**src/rtl/mem_access_ctrl.sv**
```systemverilog
// MEM-stage data-memory access controller: req/ack handshake to a variable-latency memory,
// pipeline stall generation, one-entry load buffer for zero-stall repeated loads, timeout abort.
module mem_access_ctrl #(
    parameter int          TIMEOUT  = 16,
    parameter logic [31:0] ERR_DATA = 32'hDEADBEEF,
    parameter bit          HIT_EN   = 1'b1
) (
    input  logic        clk_i,
    input  logic        rst_i,
    input  logic        MemRead_i,
    input  logic        MemWrite_i,
    input  logic [31:0] Addr_i,
    input  logic [31:0] WriteData_i,
    output logic [31:0] MemData_o,
    output logic        Stall_o,
    output logic        err_o,
    output logic        mem_req_o,
    output logic        mem_we_o,
    output logic [31:0] mem_addr_o,
    output logic [31:0] mem_wdata_o,
    input  logic        mem_ack_i,
    input  logic [31:0] mem_rdata_i
);

    localparam int CW = (TIMEOUT > 2) ? $clog2(TIMEOUT) : 1;

    typedef enum logic [1:0] {S_IDLE, S_REQ, S_DONE} state_t;

    state_t      r_state;
    logic        r_buf_vld;
    logic [29:0] r_buf_addr;
    logic [31:0] r_buf_data;
    logic [31:0] r_mem_data;
    logic        r_err;
    logic        r_req;
    logic        r_we;
    logic [31:0] r_addr;
    logic [31:0] r_wdata;
    logic [CW-1:0] r_cnt;

    logic w_access;
    logic w_misal;
    logic w_hit;
    logic w_idle;
    logic w_start;
    logic w_timeout;

    assign w_idle    = (r_state == S_IDLE);
    assign w_access  = MemRead_i | MemWrite_i;
    assign w_misal   = w_access && (Addr_i[1:0] != 2'b00);
    // A buffer hit needs a pure read; a store with MemRead_i also high is still a store.
    assign w_hit     = HIT_EN && r_buf_vld && (r_buf_addr == Addr_i[31:2]) &&
                       MemRead_i && !MemWrite_i && (Addr_i[1:0] == 2'b00);
    assign w_start   = w_idle && w_access && !w_misal && !w_hit;
    assign w_timeout = (r_cnt == CW'(TIMEOUT - 1));

    assign Stall_o     = w_start || (r_state == S_REQ);
    assign err_o       = r_err;
    assign mem_req_o   = r_req;
    assign mem_we_o    = r_we;
    assign mem_addr_o  = r_addr;
    assign mem_wdata_o = r_wdata;

    always_comb begin
        MemData_o = r_mem_data;
        if (w_idle) begin
            if (w_hit)
                MemData_o = r_buf_data;
            else if (w_misal)
                MemData_o = 32'h0;
        end
    end

    always_ff @(posedge clk_i) begin
        if (rst_i) begin
            r_state    <= S_IDLE;
            r_buf_vld  <= 1'b0;
            r_buf_addr <= '0;
            r_buf_data <= '0;
            r_mem_data <= '0;
            r_err      <= 1'b0;
            r_req      <= 1'b0;
            r_we       <= 1'b0;
            r_addr     <= '0;
            r_wdata    <= '0;
            r_cnt      <= '0;
        end else begin
            case (r_state)
                S_IDLE: begin
                    if (w_misal) begin
                        r_err <= 1'b1;
                    end else if (w_start) begin
                        r_req   <= 1'b1;
                        r_we    <= MemWrite_i;
                        r_addr  <= {Addr_i[31:2], 2'b00};
                        r_wdata <= WriteData_i;
                        r_cnt   <= '0;
                        r_state <= S_REQ;
                    end
                end
                S_REQ: begin
                    if (mem_ack_i) begin
                        r_req   <= 1'b0;
                        r_state <= S_DONE;
                        if (!r_we) begin
                            r_mem_data <= mem_rdata_i;
                            r_buf_vld  <= 1'b1;
                            r_buf_addr <= r_addr[31:2];
                            r_buf_data <= mem_rdata_i;
                        end else if (r_buf_vld && (r_buf_addr == r_addr[31:2])) begin
                            r_buf_data <= r_wdata;
                        end
                    end else if (w_timeout) begin
                        // Aborted access: buffer left untouched so it never holds bogus data.
                        r_req   <= 1'b0;
                        r_err   <= 1'b1;
                        r_state <= S_DONE;
                        if (!r_we)
                            r_mem_data <= ERR_DATA;
                    end else begin
                        r_cnt <= r_cnt + 1'b1;
                    end
                end
                default: begin
                    r_state <= S_IDLE;
                end
            endcase
        end
    end

endmodule

```
**config.mk**
```make
export PLATFORM = sky130hd
export DESIGN_NAME = mem_access_ctrl
export DESIGN_NICKNAME = d
export VERILOG_FILES = /design/src/rtl/mem_access_ctrl.sv
export SDC_FILE = /design/constraint.sdc
export NUM_CORES = 1
export LEC_CHECK = 0
export ABC_AREA = 1
export BUFFER_PORTS_ARGS = -buffer_cell sky130_fd_sc_hd__buf_4
export CORE_ASPECT_RATIO = 1.2
export CORE_MARGIN = 4
export CORE_UTILIZATION = 55
export CTS_BUF_LIST = sky130_fd_sc_hd__clkbuf_4
export DETAILED_ROUTE_END_ITERATION = 6
export PLACE_DENSITY = 0.81
export SYNTH_ARGS = -nofsm -noshare
export SYNTH_HDL_FRONTEND = slang
export SYNTH_SLANG_ARGS = --single-unit
```
**constraint.sdc**
```tcl
create_clock -name clk_i -period 1.7 [get_ports clk_i]
set_clock_uncertainty 0.1 [all_clocks]
set_input_delay 0 -clock clk_i [delete_from_list [all_inputs] [get_ports clk_i]]
set_output_delay 0 -clock clk_i [all_outputs]
set_load 0.1 [all_outputs]
```
==> results of run 1 <==
[timing repair]
action                                  CTS
endpoints found under the hold margin   166
resized for setup                       160
pin swaps                                15
gates cloned                              2
setup buffers                             4
hold buffers                             97
endpoints found under the setup margin  156
[logic make-up after synthesis]
| logic type | Yosys count | share of synthesized area |
|---|---|---|
| simple gates | 739 | 0.366 |
| buf+inv | 217 | 0.108 |
| compound gates | 203 | 0.119 |
| flops | 166 | 0.387 |
| xor+xnor | 17 | 0.0174 |
| fa+ha+maj | 1 | 0.00146 |
| other cells | 1 | 0.000437 |
[through the flow]
step | hold slack (ns) | setup TNS (ns)
after CTS | 0.0688 | -46.86
after detailed placement | 0.189 | -33.96
after global placement | 0.184 | -29.67
after floorplan | 0.0540 | 0
==> results.txt, run 1 <==
Routability-driven placement finished with a final weighted congestion of 0.946. The flow did not finish. CTS saw 166 sinks.

In the synthesized netlist the dominant register cell turns out to be dfxtp_1. dfxtp_1 takes more of the synthesized area than any other cell. Buffer cell driving the clock tree root: clkbuf_4. The tool reported: "[ERROR DPL-0038] Utilization greater than 100%, impossible to legalize". The worst setup endpoint after the global-route repair_timing is MemData_o[30]. The proportion of register bits with asynchronous set or reset after synthesis came out at 0.

By instance count, the leading cell after synthesis is nand2_1. The number of clock buffers added by TritonCTS is 17. The portion of synthesized cell area occupied by the leading cell type came out at 0.387.

In the synthesized netlist, the cells that appear most often are nand2_1 (414), nand3_1 (169), dfxtp_1 (166), a21oi_1 (132). The H-tree was split into 4 levels. The logs give 11400 sq um for the area of placed instances and 0.387 for the sequential fraction of the synthesis area. Detailed placement finished with a half-perimeter wire length of 21900 microns. The Yosys warning count is 0. The effective utilization at floorplan is 0.566. By area the synthesized netlist is led by dfxtp_1 (39%), nand2_1 (18%), nand3_1 (9.9%), a21oi_1 (7.7%), inv_1 (5.3%). The pin count of the biggest net entering global routing is 73, and the mean cell area of the mapped netlist is 6.38 sq um.

Row generation in the floorplan step produced 49 rows. The x dimension of the die was 122 microns; the count of flip-flops with a built-in enable after synthesis was 0. The run gives 201 as the top-level I/O count.

Counting tap cells, the placed design contains a total of 1788 instances. The floorplan step set the die height to 145 microns. Counting flops and latches in the post-synthesis netlist gives 166.

The logs give 31 for the number of different library cells in the post-synthesis netlist and 1344 for the synthesized instance count. Port buffering added 198 buffers. The flow stopped in 5_1_grt. Pre-CTS setup slack: -0.448 ns. For the synthesized area, the log shows 8580 sq um.

In this run the deepest clock path goes through 2 buffers. After the last repair the worst path ends at a top-level output.
==> run 2, diff against run 1 <==
CORE_ASPECT_RATIO = default   (was 1.2)
CORE_UTILIZATION = 40   (was 55)
CTS_BUF_LIST = default   (was sky130_fd_sc_hd__clkbuf_4)
PLACE_DENSITY = default   (was 0.81)
PLACE_DENSITY_LB_ADDON = 0.15   (was default)
==> results.txt, run 2 <==
VDD sags by at most 693 uV. In this run, CTS created clock tree buffers numbering 17. The count of cells in the finished layout, fillers not included, comes to 2020. At the worst endpoint, the required time is 1.60 ns. The run gives 16400 sq um as the area of all placed cells without fillers.

Ranked by instance count, the synthesized netlist is headed by nand2_1 (414), nand3_1 (169), dfxtp_1 (166), a21oi_1 (132). Prior to clock tree synthesis, the placed netlist has a worst setup slack of -0.434 ns. The cell type contributing the most total cell area after synthesis is dfxtp_1.

The detail-routed net length per standard cell was 21.0 microns; the synthesized instance count was 1344. The wire length reported by the detailed router was 42400 microns. Portion of synthesized cell area occupied by the leading cell type: 0.387. The number of fillers in the final layout is 1313. Leaving out fill and tap cells, the most frequent cell in the layout is nand2_1. Relative to the synthesized area, the layout overhead comes to 91.5%. Global router's overall resource usage: 0.313.

The effective utilization at floorplan came out at 0.407. Detailed placement ended at an HPWL of 21500 microns. The worst min-delay path class was in -> reg.

The worst flop-to-flop path startpoint is r_buf_addr[6]. The final number of setup-violating endpoints was 161. The checks that failed: setup timing.

The number of cells on the worst reg-to-reg path is 14. The number of global-route vias before repair was 10741; the hold violation count in the final report was 0. The delay contributed by the slowest stage of the critical path works out to 0.37 ns. The pre-antenna-repair detailed-routing pass consisted of 6 iterations. The synthesized netlist occupies a cell area of 8580 sq um. Leaving out fill and tap cells, the most frequent cells in the layout are nand2_1 (288), buf_4 (242), dfxtp_1 (111), inv_1 (104), dlygate4sd3_1 (97).

The final weighted congestion in routability-driven placement was 0.921. The number of antenna violations at the first check in global routing was 1; the site row count was 53. The family with the most delay on the worst path was simple AND/OR/NAND/NOR gates. The H-tree depth reported by CTS is 4. The run gives -0.51 ns as the reg2reg setup slack. The sequential fraction of the synthesis area came out at 0.387. The period utilization is 1.45.

The final standard cell utilization of the core was 0.779; the number of synthesized register bits was 166. The run gives 0.575 as the relative max-transition margin. Dominant cell by count in the synthesized netlist: nand2_1. Adding up every negative setup slack in the final design gives -58.11 ns. The logs give 0 for the overall overflow remaining after global route and -0.762 ns for the minimum setup slack in the final design. After clock tree synthesis, the clock-pin slew on the worst setup and hold paths is 0.07 ns.

The tree is rooted in a clkbuf_16. For this run, design rule violations remaining after detail routing come to 0. In this run, the number of DRC markers left after iteration 0 of detailed routing was 997.

Setup repair after global routing could not meet its margin everywhere. The final max-slew violation count came out at 0. The count of flip-flops with a built-in enable after synthesis came out at 0. In this run the remaining antenna-violating nets after routing total 0. The die is 154 microns tall. The flow ran to the end, but the final reports show violations. For the total via count after detailed routing, the log shows 11265. Critical path endpoint category: a primary output. Buffers placed on the I/O ports in this run total 198. The maximum buffer depth of the clock tree is 2. The first global-routing pass estimated 58600 microns of wire.

TritonCTS built the clock tree. For this design the ratio of total power to cell area is 672 nW/um^2. For the pin with the worst max-slew slack, the measured transition is 0.637 ns. The die covers 23800 sq um.

The worst hold path terminates at mem_wdata_o[29]. The tools report the Yosys warning count as 0. The logs give 31 for the number of different library cells in the post-synthesis netlist and 6560 sq um for the area of combinational cells with multiple inputs.

Together, buffers and inverters on the worst path number 3. The worst hold margin came out at 0.277 ns. In this run the static leakage power is 7.13 nW. The mean cell area of the mapped netlist works out to 6.38 sq um.

Traced cell by cell, the critical path runs through xnor2_2 -> and2_4 -> nand4_1 -> nor2_2 -> and2_4 -> buf_12 -> buf_16 -> nand3_4 -> nand2_4 -> buf_12. The top flip-flop cell by instance count after synthesis was dfxtp_1. The core region is 21100 sq um. The largest individual stage delay along the critical path comes from the cell dfxtp_4. The final net count came out at 1833. Yosys attributes the largest share of cell area to dfxtp_1 (39%), nand2_1 (18%), nand3_1 (9.9%), a21oi_1 (7.7%), inv_1 (5.3%). At the worst endpoint, the arrival time is 2.36 ns.

The cell count after placement came out at 1824. Minimum clock period after layout: 2.46 ns. From left edge to right edge, the die measures 154 microns. The tools report the startpoint type of the worst setup path as a flop.

Based on the critical path, the design can be clocked at up to 0.406 GHz. Once placement finished, the instance area stood at 11200 sq um. Entering global routing, the biggest net connects 83 pins. Of all nets on the critical path, the largest fanout is 8.

The worst setup path is of the reg -> out kind. Max-cap violations in this run came to 0. In the final layout, flip-flops and latches occupy 3470 sq um.

The clock drives 166 sinks. The number of vias per cell is 5.58. In this run the critical register-to-register path is captured at mem_wdata_o[19].

The worst min-delay path startpoint was WriteData_i[29]. The overall power consumption is 11.0 mW, and the proportion of register bits with asynchronous set or reset after synthesis is 0. The clock reaches the later pin of the worst-skew pair after 0.44 ns. The layout cell share with drive strength beyond 1 works out to 0.497. The worst hold path was traced through 4 stages. In this run the count of I/O pins placed on the die edge is 201.
==> run 2: cell counts after synthesis <==
Identical to the previous run, type by type.
==> run 2: kinds of logic after synthesis <==
group                      count (synthesis)  synth area share
and+or+nand+nor                          739             0.366
buffers and inverters                    217             0.108
AOI/OAI and AO/OA                        203             0.119
DFF                                      166             0.387
xor gates and xnor gates                  17            0.0174
adders and majority gates                  1           0.00146
other                                      1          0.000437
==> run 2: worst register-to-register path, stage by stage, from the launching register on <==
cell     delay, ns
dfxtp_2       0.35
buf_4         0.13
nand2_1       0.06
nand2_1       0.12
nand2_2       0.09
nor2_2        0.13
nand2_1       0.08
nor2_1        0.11
nand2_2       0.11
nand2_4       0.12
buf_12        0.17
buf_12        0.13
buf_16        0.16
nand2_2       0.08
a21oi_2       0.19
==> run 2: layer usage <==
| layer | track usage | vias to the layer above | share of wire | routed length, microns |
|---|---|---|---|---|
| li1 | - | 5065 | - | - |
| met1 | 0.384 | 5333 | 0.37 | 15900 |
| met2 | 0.522 | 655 | 0.48 | 20400 |
| met3 | 0.0739 | 212 | 0.083 | 3500 |
| met4 | 0.139 | 0 | 0.061 | 2580 |
| met5 | 0 | - | 0 | 0 |
==> run 2: timing repair <==
item / in CTS / in global routing
endpoints found under the setup margin: 158 / 166
cloned: 26 / 6
hold buffers: 97 / 0
hold endpoints to repair: 128 / 0
pin swaps: 67 / 115
gates resized for setup: 354 / 359
setup buffers: 37 / 22
==> run 2: power breakdown <==
part / internal, mW / switching [mW]
logic: 1.14 / 1.86
clock network: 2.07 / 1.76
registers: 4.02 / 0.183
==> run 2: worst max path at each step <==
stage | from | endpoint | depth (start not counted)
6_report | r_buf_addr[2] | MemData_o[29] | 10
3_3_place_gp | r_buf_addr[21] | MemData_o[17] | 11
2_1_floorplan | mem_addr_o[12] | r_buf_data[19] | 11
3_5_place_dp | r_buf_addr[21] | MemData_o[7] | 11
4_1_cts | r_buf_addr[16] | MemData_o[0] | 11
5_1_grt | r_buf_addr[2] | MemData_o[19] | 10
==> run 2: cell type report <==
cell class | instances | share of cell area
inverter | 133 | 0.0309
sequential | 166 | 0.212
multi-input combinational | 962 | 0.399
timing repair buffer | 451 | 0.303
clock buffer | 18 | 0.0267
tap | 275 | 0.0209
antenna | 1 | 0.000152
clock inverter | 14 | 0.00754
Power figures use the tool's default switching activity.
